==> src/rtl/acq_mem_if.sv <==
// Capture buffer write port between the acquisition sequencer and its RAM.
interface acq_mem_if #(
  parameter int ADDR_W = 13,
  parameter int MEM_W  = 16
);
  logic [ADDR_W-1:0] mem_addr;
  logic [MEM_W-1:0]  mem_wdata;
  logic              mem_wen;

  modport master (
    output mem_addr,
    output mem_wdata,
    output mem_wen
  );

  modport slave (
    input mem_addr,
    input mem_wdata,
    input mem_wen
  );
endinterface

==> src/rtl/acq_sequencer.sv <==
// Multi-shot pulser/ADC capture sequencer: fires pulse windows, decimates
// samples and streams them into a wrapping capture buffer.
module acq_sequencer #(
  parameter int ADC_W  = 10,
  parameter int ADDR_W = 13,
  parameter int MEM_W  = 16,
  parameter int SHOT_W = 4
) (
  input  logic              DCLK,
  input  logic              rst,
  input  logic              trig,
  input  logic              abort,
  input  logic [ADC_W-1:0]  adc_data,
  input  logic [7:0]        cfg_phv_start,
  input  logic [7:0]        cfg_pnhv_start,
  input  logic [7:0]        cfg_damp_start,
  input  logic [7:0]        cfg_phv_len,
  input  logic [7:0]        cfg_pnhv_len,
  input  logic [7:0]        cfg_damp_len,
  input  logic [ADDR_W-1:0] cfg_depth,
  input  logic [1:0]        cfg_dec,
  input  logic [SHOT_W-1:0] cfg_shots,
  input  logic [15:0]       cfg_gap,
  output logic              PHV,
  output logic              PnHV,
  output logic              Pdamp,
  acq_mem_if.master         mem,
  output logic              busy,
  output logic              done,
  output logic [SHOT_W-1:0] shot_idx,
  output logic              wrapped
);

  localparam logic [1:0] S_IDLE = 2'd0;
  localparam logic [1:0] S_CAPT = 2'd1;
  localparam logic [1:0] S_GAP  = 2'd2;
  localparam logic [1:0] S_DONE = 2'd3;

  localparam int AW = ADC_W + 3;
  localparam int TW = (ADDR_W + 4 > 10) ? ADDR_W + 4 : 10;

  logic [1:0]        state_q, state_d;
  logic [TW-1:0]     t_q, t_d;
  logic [AW-1:0]     acc_q, acc_d;
  logic [ADDR_W-1:0] widx_q, widx_d;
  logic [ADDR_W-1:0] base_q, base_d;
  logic              bcry_q, bcry_d;
  logic              last_q, last_d;
  logic [15:0]       gcnt_q, gcnt_d;

  logic [7:0]        phs_q, phs_d, phl_q, phl_d;
  logic [7:0]        pns_q, pns_d, pnl_q, pnl_d;
  logic [7:0]        dms_q, dms_d, dml_q, dml_d;
  logic [ADDR_W-1:0] depth_q, depth_d;
  logic [1:0]        dec_q, dec_d;
  logic [SHOT_W-1:0] shots_q, shots_d;
  logic [15:0]       gap_q, gap_d;

  logic              phv_q, phv_d, pnhv_q, pnhv_d;
  logic              pdmp_q, pdmp_d;
  logic              wen_q, wen_d;
  logic [ADDR_W-1:0] addr_q, addr_d;
  logic [MEM_W-1:0]  wdat_q, wdat_d;
  logic [SHOT_W-1:0] shot_q, shot_d;
  logic              wrap_q, wrap_d;

  logic [2:0]        dmask;
  logic              fin;
  logic              cplt;
  logic [AW-1:0]     sum;
  logic [ADDR_W:0]   asum;
  logic [ADDR_W:0]   bsum;
  logic              w_ph, w_pn, w_dm;

  function automatic logic in_win(
    input logic [TW-1:0] t,
    input logic [7:0]    s,
    input logic [7:0]    l
  );
    logic [8:0] e;
    e = {1'b0, s} + {1'b0, l};
    return (l != 8'd0) && (t >= TW'(s)) && (t < TW'(e));
  endfunction

  assign dmask = 3'((4'd1 << dec_q) - 4'd1);
  // The final write of a shot occupies one extra CAPT cycle.
  assign fin   = (state_q == S_CAPT) && wen_q && last_q;
  assign cplt  = (state_q == S_CAPT) && !fin &&
                 ((t_q[2:0] & dmask) == dmask);
  assign sum   = acc_q + AW'(adc_data);
  assign asum  = {1'b0, base_q} + {1'b0, widx_q};
  assign bsum  = {1'b0, base_q} + {1'b0, depth_q} + 1'b1;
  assign w_ph  = in_win(t_q, phs_q, phl_q);
  assign w_pn  = in_win(t_q, pns_q, pnl_q);
  assign w_dm  = in_win(t_q, dms_q, dml_q);

  always_comb begin
    state_d = state_q;
    t_d     = t_q;
    acc_d   = acc_q;
    widx_d  = widx_q;
    base_d  = base_q;
    bcry_d  = bcry_q;
    last_d  = last_q;
    gcnt_d  = gcnt_q;
    phs_d   = phs_q;
    phl_d   = phl_q;
    pns_d   = pns_q;
    pnl_d   = pnl_q;
    dms_d   = dms_q;
    dml_d   = dml_q;
    depth_d = depth_q;
    dec_d   = dec_q;
    shots_d = shots_q;
    gap_d   = gap_q;
    phv_d   = 1'b0;
    pnhv_d  = 1'b0;
    pdmp_d  = 1'b0;
    wen_d   = 1'b0;
    addr_d  = addr_q;
    wdat_d  = wdat_q;
    shot_d  = shot_q;
    wrap_d  = wrap_q;

    if (abort) begin
      state_d = S_IDLE;
    end else begin
      unique case (state_q)
        S_IDLE: begin
          if (trig) begin
            state_d = S_CAPT;
            phs_d   = cfg_phv_start;
            phl_d   = cfg_phv_len;
            pns_d   = cfg_pnhv_start;
            pnl_d   = cfg_pnhv_len;
            dms_d   = cfg_damp_start;
            dml_d   = cfg_damp_len;
            depth_d = cfg_depth;
            dec_d   = cfg_dec;
            shots_d = cfg_shots;
            gap_d   = cfg_gap;
            t_d     = '0;
            acc_d   = '0;
            widx_d  = '0;
            base_d  = '0;
            bcry_d  = 1'b0;
            last_d  = 1'b0;
            shot_d  = '0;
            wrap_d  = 1'b0;
          end
        end
        S_CAPT: begin
          t_d    = t_q + 1'b1;
          phv_d  = !fin && w_ph && !w_pn;
          pnhv_d = !fin && w_pn && !w_ph;
          pdmp_d = !fin && w_dm;
          acc_d  = sum;
          if (cplt) begin
            wen_d  = 1'b1;
            acc_d  = '0;
            wdat_d = MEM_W'(sum);
            addr_d = asum[ADDR_W-1:0];
            widx_d = widx_q + 1'b1;
            last_d = (widx_q == depth_q);
            wrap_d = wrap_q | asum[ADDR_W] | bcry_q;
          end
          if (fin) begin
            t_d    = '0;
            acc_d  = '0;
            widx_d = '0;
            last_d = 1'b0;
            gcnt_d = '0;
            if (shot_q == shots_q) begin
              state_d = S_DONE;
            end else begin
              shot_d  = shot_q + 1'b1;
              base_d  = bsum[ADDR_W-1:0];
              bcry_d  = bcry_q | bsum[ADDR_W];
              state_d = (gap_q == 16'd0) ? S_CAPT : S_GAP;
            end
          end
        end
        S_GAP: begin
          gcnt_d = gcnt_q + 16'd1;
          if (gcnt_q == gap_q - 16'd1) begin
            gcnt_d  = '0;
            state_d = S_CAPT;
          end
        end
        S_DONE: begin
          state_d = S_IDLE;
        end
        default: begin
          state_d = S_IDLE;
        end
      endcase
    end
  end

  always_ff @(posedge DCLK) begin
    if (rst) begin
      state_q <= S_IDLE;
      t_q     <= '0;
      acc_q   <= '0;
      widx_q  <= '0;
      base_q  <= '0;
      bcry_q  <= 1'b0;
      last_q  <= 1'b0;
      gcnt_q  <= '0;
      phs_q   <= '0;
      phl_q   <= '0;
      pns_q   <= '0;
      pnl_q   <= '0;
      dms_q   <= '0;
      dml_q   <= '0;
      depth_q <= '0;
      dec_q   <= '0;
      shots_q <= '0;
      gap_q   <= '0;
      phv_q   <= 1'b0;
      pnhv_q  <= 1'b0;
      pdmp_q  <= 1'b0;
      wen_q   <= 1'b0;
      addr_q  <= '0;
      wdat_q  <= '0;
      shot_q  <= '0;
      wrap_q  <= 1'b0;
    end else begin
      state_q <= state_d;
      t_q     <= t_d;
      acc_q   <= acc_d;
      widx_q  <= widx_d;
      base_q  <= base_d;
      bcry_q  <= bcry_d;
      last_q  <= last_d;
      gcnt_q  <= gcnt_d;
      phs_q   <= phs_d;
      phl_q   <= phl_d;
      pns_q   <= pns_d;
      pnl_q   <= pnl_d;
      dms_q   <= dms_d;
      dml_q   <= dml_d;
      depth_q <= depth_d;
      dec_q   <= dec_d;
      shots_q <= shots_d;
      gap_q   <= gap_d;
      phv_q   <= phv_d;
      pnhv_q  <= pnhv_d;
      pdmp_q  <= pdmp_d;
      wen_q   <= wen_d;
      addr_q  <= addr_d;
      wdat_q  <= wdat_d;
      shot_q  <= shot_d;
      wrap_q  <= wrap_d;
    end
  end

  assign PHV           = phv_q;
  assign PnHV          = pnhv_q;
  assign Pdamp         = pdmp_q;
  assign mem.mem_wen   = wen_q;
  assign mem.mem_addr  = addr_q;
  assign mem.mem_wdata = wdat_q;
  assign busy          = (state_q != S_IDLE);
  assign done          = (state_q == S_DONE);
  assign shot_idx      = shot_q;
  assign wrapped       = wrap_q;

endmodule
==> src/flat_wrapper.sv <==
// flat-port wrapper written by rule: the top's interface ports become plain ports
module acq_sequencer_flat 
#(
  parameter int ADC_W  = 10,
  parameter int ADDR_W = 13,
  parameter int MEM_W  = 16,
  parameter int SHOT_W = 4
)
  (DCLK, rst, trig, abort, adc_data, cfg_phv_start, cfg_pnhv_start, cfg_damp_start, cfg_phv_len, cfg_pnhv_len, cfg_damp_len, cfg_depth, cfg_dec, cfg_shots, cfg_gap, PHV, PnHV, Pdamp, busy, done, shot_idx, wrapped, mem_mem_addr, mem_mem_wdata, mem_mem_wen);
  acq_mem_if #(.ADDR_W(ADDR_W), .MEM_W(MEM_W)) mem_i ();
  input  logic DCLK;
  input  logic rst;
  input  logic trig;
  input  logic abort;
  input  logic [ADC_W-1:0] adc_data;
  input  logic [7:0] cfg_phv_start;
  input  logic [7:0] cfg_pnhv_start;
  input  logic [7:0] cfg_damp_start;
  input  logic [7:0] cfg_phv_len;
  input  logic [7:0] cfg_pnhv_len;
  input  logic [7:0] cfg_damp_len;
  input  logic [ADDR_W-1:0] cfg_depth;
  input  logic [1:0] cfg_dec;
  input  logic [SHOT_W-1:0] cfg_shots;
  input  logic [15:0] cfg_gap;
  output logic PHV;
  output logic PnHV;
  output logic Pdamp;
  output logic busy;
  output logic done;
  output logic [SHOT_W-1:0] shot_idx;
  output logic wrapped;
  output wire logic [$bits(mem_i.mem_addr)-1:0] mem_mem_addr;
  output wire logic [$bits(mem_i.mem_wdata)-1:0] mem_mem_wdata;
  output wire logic [$bits(mem_i.mem_wen)-1:0] mem_mem_wen;
  assign mem_mem_addr = mem_i.mem_addr;
  assign mem_mem_wdata = mem_i.mem_wdata;
  assign mem_mem_wen = mem_i.mem_wen;
  acq_sequencer #(.ADC_W(ADC_W), .ADDR_W(ADDR_W), .MEM_W(MEM_W), .SHOT_W(SHOT_W)) u_core (.DCLK(DCLK), .rst(rst), .trig(trig), .abort(abort), .adc_data(adc_data), .cfg_phv_start(cfg_phv_start), .cfg_pnhv_start(cfg_pnhv_start), .cfg_damp_start(cfg_damp_start), .cfg_phv_len(cfg_phv_len), .cfg_pnhv_len(cfg_pnhv_len), .cfg_damp_len(cfg_damp_len), .cfg_depth(cfg_depth), .cfg_dec(cfg_dec), .cfg_shots(cfg_shots), .cfg_gap(cfg_gap), .PHV(PHV), .PnHV(PnHV), .Pdamp(Pdamp), .mem(mem_i), .busy(busy), .done(done), .shot_idx(shot_idx), .wrapped(wrapped));
endmodule
==> config.mk <==
export PLATFORM = sky130hd
export DESIGN_NAME = acq_sequencer_flat
export DESIGN_NICKNAME = d
export VERILOG_FILES = /design/src/rtl/acq_mem_if.sv /design/src/rtl/acq_sequencer.sv /design/src/flat_wrapper.sv
export SDC_FILE = /design/constraint.sdc
export NUM_CORES = 1
export LEC_CHECK = 0
export ABC_AREA = 1
export BUFFER_PORTS_ARGS = -buffer_cell sky130_fd_sc_hd__buf_2
export CORE_MARGIN = 8
export CORE_UTILIZATION = 55
export CTS_BUF_LIST = sky130_fd_sc_hd__clkbuf_2
export DETAILED_ROUTE_END_ITERATION = 16
export PLACE_DENSITY = 0.76
export SETUP_SLACK_MARGIN = 0.05
export SLEW_MARGIN = 40
export SYNTH_ARGS = -nofsm -noshare
export SYNTH_HDL_FRONTEND = slang
export SYNTH_SLANG_ARGS = --single-unit
==> constraint.sdc <==
create_clock -name DCLK -period 3.2 [get_ports DCLK]
set_clock_uncertainty 0.05 [all_clocks]
set_input_delay 0 -clock DCLK [delete_from_list [all_inputs] [get_ports DCLK]]
set_output_delay 0 -clock DCLK [all_outputs]
set_load 0.01 [all_outputs]
==> results.py, run 1 <==
metrics = {
    "routing": {
        "routed_wl_mm": 38.00,
        "drtAntennaViolNets": 0,
        "wl_per_cell_um": 16.37,
        "drt_iter0_drc": 1155,
        "drtPass1Iterations": 6,
        "viasPerCell": 5.511,
        "route.detailed.drc": 0,
        "via_count": 12791,
    },
    "clock_network": {
        "clkSlewWorstSetupHoldPaths_ns": 0.27,
        "clock_path_buffers": 2,
        "clockRootBuffer": "clkbuf_2",
        "cts.sinks": 194,
        "clock_latency_ns": 0.78,
        "post_cts_buffers": 0,
        "cts_tree": "yes",
        "htree_levels": 4,
        "numCtsBuffers": 17,
    },
    "synthesis": {
        "async_flop_share_pct": 0,
        "synth_edf_count": 0,
        "ys_ff_latch": 194,
        "syn_avg_cell_area_um2": 7.217,
        "syn-cell-area_mm2": 0.01190,
        "ys_warn_count": 0,
        "ys_top_cells_by_area": "dfxtp_1 (33%), ha_1 (12%), nand2_1 (7.9%)",
        "synth_top_cell_area_share_pct": 32.63,
        "ys.flop_type": "dfxtp_1",
        "synthCells": 1649,
        "synth.distinct_cells": 56,
        "synth_area_leader_cell": "dfxtp_1",
        "ys_seq_area_share_pct": 32.63,
    },
    "finish": {
        "nNetsFinal": 2243,
        "multiInputGateArea_mm2": 0.007116,
        "drive_gt1_share_pct": 11.55,
        "final-seq-area_mm2": 0.003889,
        "stdcell_count": 2321,
        "area_delta_synth_final_pct": 31.39,
        "fillers": 1633,
    },
    "floorplan": {
        "die_area_mm2": 0.02660,
        "row_count": 54,
        "die_w_um": 163.1,
        "core_area_mm2": 0.02155,
        "die_h_um": 163.1,
        "io_pins": 137,
        "start_util_pct": 55.22,
    },
    "timing": {
        "finalSetupTns_ns": 0,
        "maxSlewViolCount": 0,
        "min_period_over_period_pct": 90.30,
        "setup_viol": 0,
        "max_freq_ghz": 0.3461,
        "relSlewSlack_pct": 58.02,
        "rsz0062_at_grt": "no",
        "hold_viol": 0,
        "timing.final.crit_period_ns": 2.890,
        "worst_pin_slew_ns": 0.6298,
    },
    "min_path": {
        "hold_path.startpoint": "adc_data[0]",
        "hold_class": "input port to flop",
        "min_to": "u_core.acc_q[0]$_SDFFE_PP0P_",
        "hold_path_depth": 5,
    },
    "grt": {
        "grt_pass1_wl_mm": 62.16,
        "grt.total_usage_pct": 28.56,
        "grt_max_degree": 90,
        "grt_pass1_vias": 12977,
        "grt_antenna_before_repair": 5,
        "overflow": 0,
    },
    "placed_design": {
        "numPortBuffers": 133,
        "dp_hpwl_mm": 22.94,
        "post-place-cells": 2024,
        "gp_congestion": 0.9107,
    },
    "worst_setup_path": {
        "r2r-end": "u_core.PHV$_SDFF_PP0_",
        "cp_data_required_time_ns": 3.84,
        "rrSetupSlack_ns": 0.31,
        "crit_arrival_ns": 3.53,
        "cp-end-kind": "flop",
        "start_kind": "flop",
        "rr_worst_depth": 16,
        "reg2reg_from": "u_core.phl_q[0]$_SDFFE_PP0P_",
        "worstSetupPathType": "flop to flop",
        "path_max_fanout": 3,
    },
    "power": {
        "p_leak_nw": 7.089,
        "powerDensity_mw_per_mm2": 334.0,
        "vdd_ir_drop_max_uv": 230.2,
    },
    "outcome": {
        "status": "finished, final reports clean",
    },
    "job": {
        "maxCapViolations": 0,
    },
}
## final cells by class
| class | count | area share, % |
|---|---|---|
| multi-input cells | 1218 | 45.50 |
| flip-flops and latches | 194 | 24.87 |
| well taps | 280 | 2.240 |
| repair buffers | 402 | 21.41 |
| clock buffers | 18 | 0.5761 |
| inverters | 190 | 4.569 |
| diodes | 6 | 0.09602 |
| clock inverters | 13 | 0.7361 |
## per-layer routing
metal  share of wire [%]  global-route usage, %  up-vias  routed length, µm
met2                  50                  49.92      502              18930
met5                   0                      0        -                  0
met1                  40                  32.43     5912              15100
met4                 4.5                  14.89        0               1707
li1                    -                      -     6230                  -
met3                 6.0                  5.721      147               2262
## stage by stage
step | setup WS, ns | instance area, µm² | util, % | power [mW] | hold slack (ns)
final | 0.3104 | 15640 | 72.55 | 5.223 | 0.1572
after floorplan | 0.5069 | 11910 | - | 3.439 | 0.1120
after global routing | 0.05498 | 15640 | 72.54 | 5.498 | 0.1081
after global placement | 0.3310 | 12800 | 59.39 | 3.708 | 0.2020
after CTS | 0.08075 | 15610 | 72.43 | 5.140 | 0.07790
after detailed placement | 0.1651 | 12800 | 59.40 | 3.742 | 0.2079
## cells in the final DEF, fill, tap and decap left out, drive strengths merged, types with 2 or more instances in the layout
cell type	instances
dlygate4sd3	260
nand2	260
nor2	232
dfxtp	194
inv	190
a21oi	174
o21ai	163
buf	142
ha	117
nand3	71
xor2	45
xnor2	30
nor3	22
nand4	20
clkbuf	18
nor4	10
clkinv	9
a21o	7
o21bai	7
a211oi	7
or2	7
diode	6
a31oi	6
fa	6
o21a	5
o211ai	4
o22ai	3
o31ai	3
a21boi	3
conb	3
clkinvlp	3
o2111ai	2
a221oi	2
## worst max-delay path: stages, from the launching register on
cell     delay [ns]
dfxtp_2        0.40
ha_1           0.16
inv_1          0.06
fa_1           0.41
o21ai_2        0.18
a21oi_1        0.08
o21ai_1        0.21
a21o_1         0.14
a21oi_1        0.06
ha_1           0.28
a21oi_1        0.14
nand2_1        0.08
a21oi_1        0.14
o21ai_0        0.10
a21oi_1        0.19
inv_1          0.06
nor2_1         0.09
## worst max-delay path by stage
| stage | start | endpoint | slack [ns] | cells past startpoint |
|---|---|---|---|---|
| after floorplan | u_core.phs_q[0]$_SDFFE_PP0P_ | u_core.PHV$_SDFF_PP0_ | 0.51 | 16 |
| after global placement | u_core.phl_q[0]$_SDFFE_PP0P_ | u_core.PHV$_SDFF_PP0_ | 0.33 | 16 |
| after detailed placement | u_core.phl_q[0]$_SDFFE_PP0P_ | u_core.PHV$_SDFF_PP0_ | 0.17 | 16 |
| after CTS | u_core.phl_q[0]$_SDFFE_PP0P_ | u_core.PHV$_SDFF_PP0_ | 0.08 | 16 |
| after global routing | u_core.phl_q[0]$_SDFFE_PP0P_ | u_core.PHV$_SDFF_PP0_ | 0.05 | 16 |
| final | u_core.phl_q[0]$_SDFFE_PP0P_ | u_core.PHV$_SDFF_PP0_ | 0.31 | 16 |
## cells in the mapped netlist (2+ instances only)
cell type,count
nand2_1,252
nor2_1,210
dfxtp_1,194
inv_1,181
a21oi_1,172
o21ai_0,156
ha_1,117
nand3_1,67
xor2_1,45
clkbuf_1,37
xnor2_1,30
nand4_1,20
nor3_1,19
nor2_2,18
nor4_1,9
inv_2,8
a211oi_1,7
a21o_1,7
nand2_2,7
o21ai_1,7
o21bai_1,7
a31oi_1,6
fa_1,6
or2_2,6
buf_1,5
o21a_1,5
nor2_4,4
o211ai_1,4
a21boi_0,3
buf_4,3
nand3_2,3
nor3_2,3
o22ai_1,3
o31ai_1,3
a221oi_1,2
buf_2,2
o2111ai_1,2
## registers in the layout, summed over array words and instances, names as in the netlist, 4 cells and up
name / count
u_core.t_q: 17
u_core.gap_q: 16
u_core.gcnt_q: 16
u_core.acc_q: 13
u_core.base_q: 13
u_core.depth_q: 13
u_core.mem.mem_addr: 13
u_core.mem.mem_wdata: 13
u_core.widx_q: 13
u_core.dml_q: 8
u_core.dms_q: 8
u_core.phl_q: 8
u_core.phs_q: 8
u_core.pnl_q: 8
u_core.pns_q: 8
u_core.shot_idx: 4
u_core.shots_q: 4
## logic make-up (layout without fill, tap and decap cells)
group	after synthesis	count (layout)	synth area share, %
AO/OA/AOI/OAI	389	389	17.57
AND/OR/NAND/NOR	627	627	22.93
other	1	9	0.03151
buffers and inverters	239	623	7.811
flip-flops	194	194	32.63
XOR/XNOR	76	76	5.719
adder cells (fa/ha/maj)	123	123	13.31
## repair_timing
item,in CTS,in global routing
hold buffers,260,0
gates resized for setup,0,10
hold endpoints to repair,188,0
endpoints found under the setup margin,0,2
## power breakdown
part | leakage, nW | switching [mW] | internal, mW
clock network | 0.124 | 0.886 | 0.279
logic | 5.38 | 0.766 | 0.648
registers | 1.58 | 0.108 | 2.54
Note: power is estimated with default switching activity, not from simulation.
==> run 2: changes to the inputs <==
--- a/config.mk
+++ b/config.mk
@@ -8,10 +8,10 @@
 export ABC_AREA = 1
 export BUFFER_PORTS_ARGS = -buffer_cell sky130_fd_sc_hd__buf_2
 export CORE_MARGIN = 8
-export CORE_UTILIZATION = 55
+export CORE_UTILIZATION = 50
 export CTS_BUF_LIST = sky130_fd_sc_hd__clkbuf_2
 export DETAILED_ROUTE_END_ITERATION = 16
-export PLACE_DENSITY = 0.76
+export PLACE_DENSITY = 0.7
 export SETUP_SLACK_MARGIN = 0.05
 export SLEW_MARGIN = 40
 export SYNTH_ARGS = -nofsm -noshare
==> run 2 against run 1 <==
  * Register-to-register slack worse by 0.09 ns
  * Die area up 9.0%
  * Core utilization decreased by 4.7 points
  * Largest cell class unchanged
==> results.py, run 2 (synthesized netlist as in run 1, its figures left out) <==
metrics = {
    "power": {
        "p_leak_nw": 7.238,
        "vdd_ir_drop_max_uv": 260.7,
        "comb_power_share_pct": 26.9,
        "clkPwrFrac_pct": 23.3,
        "powerDensity_mw_per_mm2": 334.3,
        "swShare_pct": 32.72,
        "p_sw_mw": 1.737,
        "power.internal_mw": 3.573,
        "power.total_mw": 5.310,
        "p_seq_share_pct": 49.7,
    },
    "worst_setup_path": {
        "crit_chain": "inv_1 -> ha_1 -> nand3_4 -> buf_16 -> o21ai_0 -> dlygate4sd3_1 -> a21oi_1 -> dlygate4sd3_1",
        "cp_common_cell": "dlygate4sd3_1",
        "cp_data_required_time_ns": 3.90,
        "path_max_fanout": 61,
        "start_kind": "flop",
        "rr_worst_depth": 8,
        "slowest_delay_ns": 0.68,
        "crit_path_top_delay_cell": "dlygate4sd3_1",
        "cp-end-kind": "flop",
        "worstSetupPathType": "flop to flop",
        "crit_arrival_ns": 3.67,
    },
    "finish": {
        "nNetsFinal": 2259,
        "largest-register": "u_core.t_q",
        "largest_reg_flops": 17,
        "reg_top3": "u_core.t_q (17), u_core.gap_q (16), u_core.gcnt_q (16)",
        "fillers": 1974,
        "drive_gt1_share_pct": 11.40,
        "area_delta_synth_final_pct": 33.45,
        "mostFrequentLayoutCell": "dlygate4sd3_1",
        "mostFrequentLayoutCells": "dlygate4sd3_1 (274), nand2_1 (252), nor2_1 (210)",
        "stdcell_area_mm2": 0.01588,
    },
    "grt": {
        "use_met3_pct": 5.399,
        "grt_most_used_layer": "met2",
        "grt.total_usage_pct": 25.40,
        "grt_pass1_vias": 12513,
        "use_met2_pct": 44.92,
        "grt_max_degree": 123,
        "grt_pass1_wl_mm": 59.86,
        "overflow": 0,
        "grt_antenna_before_repair": 2,
        "use_met1_pct": 28.44,
    },
    "floorplan": {
        "start_util_pct": 50.86,
        "row_count": 56,
        "die_h_um": 170.3,
        "io_pins": 137,
        "die_w_um": 170.3,
        "core_area_mm2": 0.02340,
        "die_area_mm2": 0.02900,
    },
    "clock_network": {
        "cts.sinks": 194,
        "numCtsBuffers": 17,
        "clock_latency_ns": 0.77,
        "cts_tree": "yes",
        "clock_path_buffers": 2,
        "htree_levels": 4,
        "clockRootBuffer": "clkbuf_2",
        "clkSlewWorstSetupHoldPaths_ns": 0.29,
    },
    "timing": {
        "worst_pin_slew_ns": 0.6988,
        "maxSlewViolCount": 0,
        "setup_viol": 0,
        "hold_viol": 0,
        "relSlewSlack_pct": 53.42,
        "timing.final.crit_period_ns": 2.975,
        "rsz0062_at_grt": "no",
        "min_period_over_period_pct": 92.98,
        "finalSetupTns_ns": 0,
        "max_freq_ghz": 0.3361,
    },
    "min_path": {
        "hold_path_depth": 4,
        "hold_class": "input port to flop",
    },
    "job": {
        "maxCapViolations": 0,
    },
    "routing": {
        "via_count": 12648,
        "wl_per_cell_um": 15.66,
        "routed_wl_mm": 37.15,
        "viasPerCell": 5.330,
        "route.detailed.drc": 0,
        "drtAntennaViolNets": 0,
        "drtPass1Iterations": 6,
        "drt_iter0_drc": 893,
    },
    "outcome": {
        "status": "finished, final reports clean",
    },
    "placed_design": {
        "placedInstanceArea_mm2": 0.01286,
        "gp_congestion": 0.9208,
        "dp_hpwl_mm": 22.48,
        "numPortBuffers": 133,
    },
}
## run 2: cell types whose count changed in the layout (fill, tap and decap cells not counted), moves of 2 or more
cell,before,now
clkbuf_2,18,20
clkinv_2,4,2
clkinv_4,4,0
clkinvlp_4,3,5
dfxtp_1,190,194
dfxtp_2,4,0
diode_2,6,2
dlygate4sd3_1,260,274
inv_6,1,3
## run 2: area by class of cell
type,count,area [µm²],share of cell area [%]
multi-input cells,1218,7116,44.80
flip-flops and latches,194,3884,24.45
repair buffers,418,3532,22.24
inverters,190,714.4,4.498
well taps,319,399.1,2.513
clock inverters,12,132.6,0.8350
clock buffers,20,100.1,0.6302
diodes,2,5.005,0.03151
## run 2: metrics by stage
stage	utilization (%)	setup slack [ns]	instances	hold WS (ns)
3_5_place_dp	54.95	0.1617	2064	0.2069
2_1_floorplan	-	0.5069	1651	0.1120
5_1_grt	67.87	0.06525	2373	0.03164
4_1_cts	67.62	0.1151	2369	0.01406
6_report	67.87	0.2248	2373	0.08950
3_3_place_gp	54.94	0.3144	2064	0.2019
## run 2: worst max-delay path, delay by kind of cell (launching register included)
family / cells / cell delay [ns]
fa+ha+maj: 1 / 0.25
flops: 1 / 0.43
simple gates: 1 / 0.15
compound gates: 2 / 0.42
buf+inv: 4 / 1.61
## run 2: repair_timing
action | 4_1_cts | 5_1_grt
setup buffers | 0 | 0
resized for setup | 0 | 7
hold buffers | 273 | 1
endpoints found under the hold margin | 188 | 1
endpoints found under the setup margin | 0 | 3
## run 2: routing by layer
layer / share of wire [%] / wire, µm
met5: 0 / 0
met2: 49 / 18230
met4: 4.4 / 1621
met1: 41 / 15240
met3: 5.5 / 2057
## run 2: path summary, 6_finish.rpt
kind | endpoint | from | slack [ns]
hold reg to reg | u_core.bcry_q$_SDFFE_PP0P_ | u_core.bcry_q$_SDFFE_PP0P_ | 0.44
setup reg to reg | u_core.dms_q[3]$_SDFFE_PP0P_ | u_core.state_q[0]$_SDFFE_PP0P_ | 0.22
hold / removal | u_core.dec_q[0]$_SDFFE_PP0P_ | cfg_dec[0] | 0.09
setup / recovery | u_core.dms_q[3]$_SDFFE_PP0P_ | u_core.state_q[0]$_SDFFE_PP0P_ | 0.22
## run 2: power groups by stage
stage	sequential, mW	combinational (mW)	clock [mW]
4_1_cts	2.63	1.36	1.28
3_5_place_dp	2.68	1.07	0
2_1_floorplan	2.65	0.785	0
5_1_grt	2.65	1.59	1.37
3_3_place_gp	2.67	1.05	0
6_report	2.64	1.43	1.24
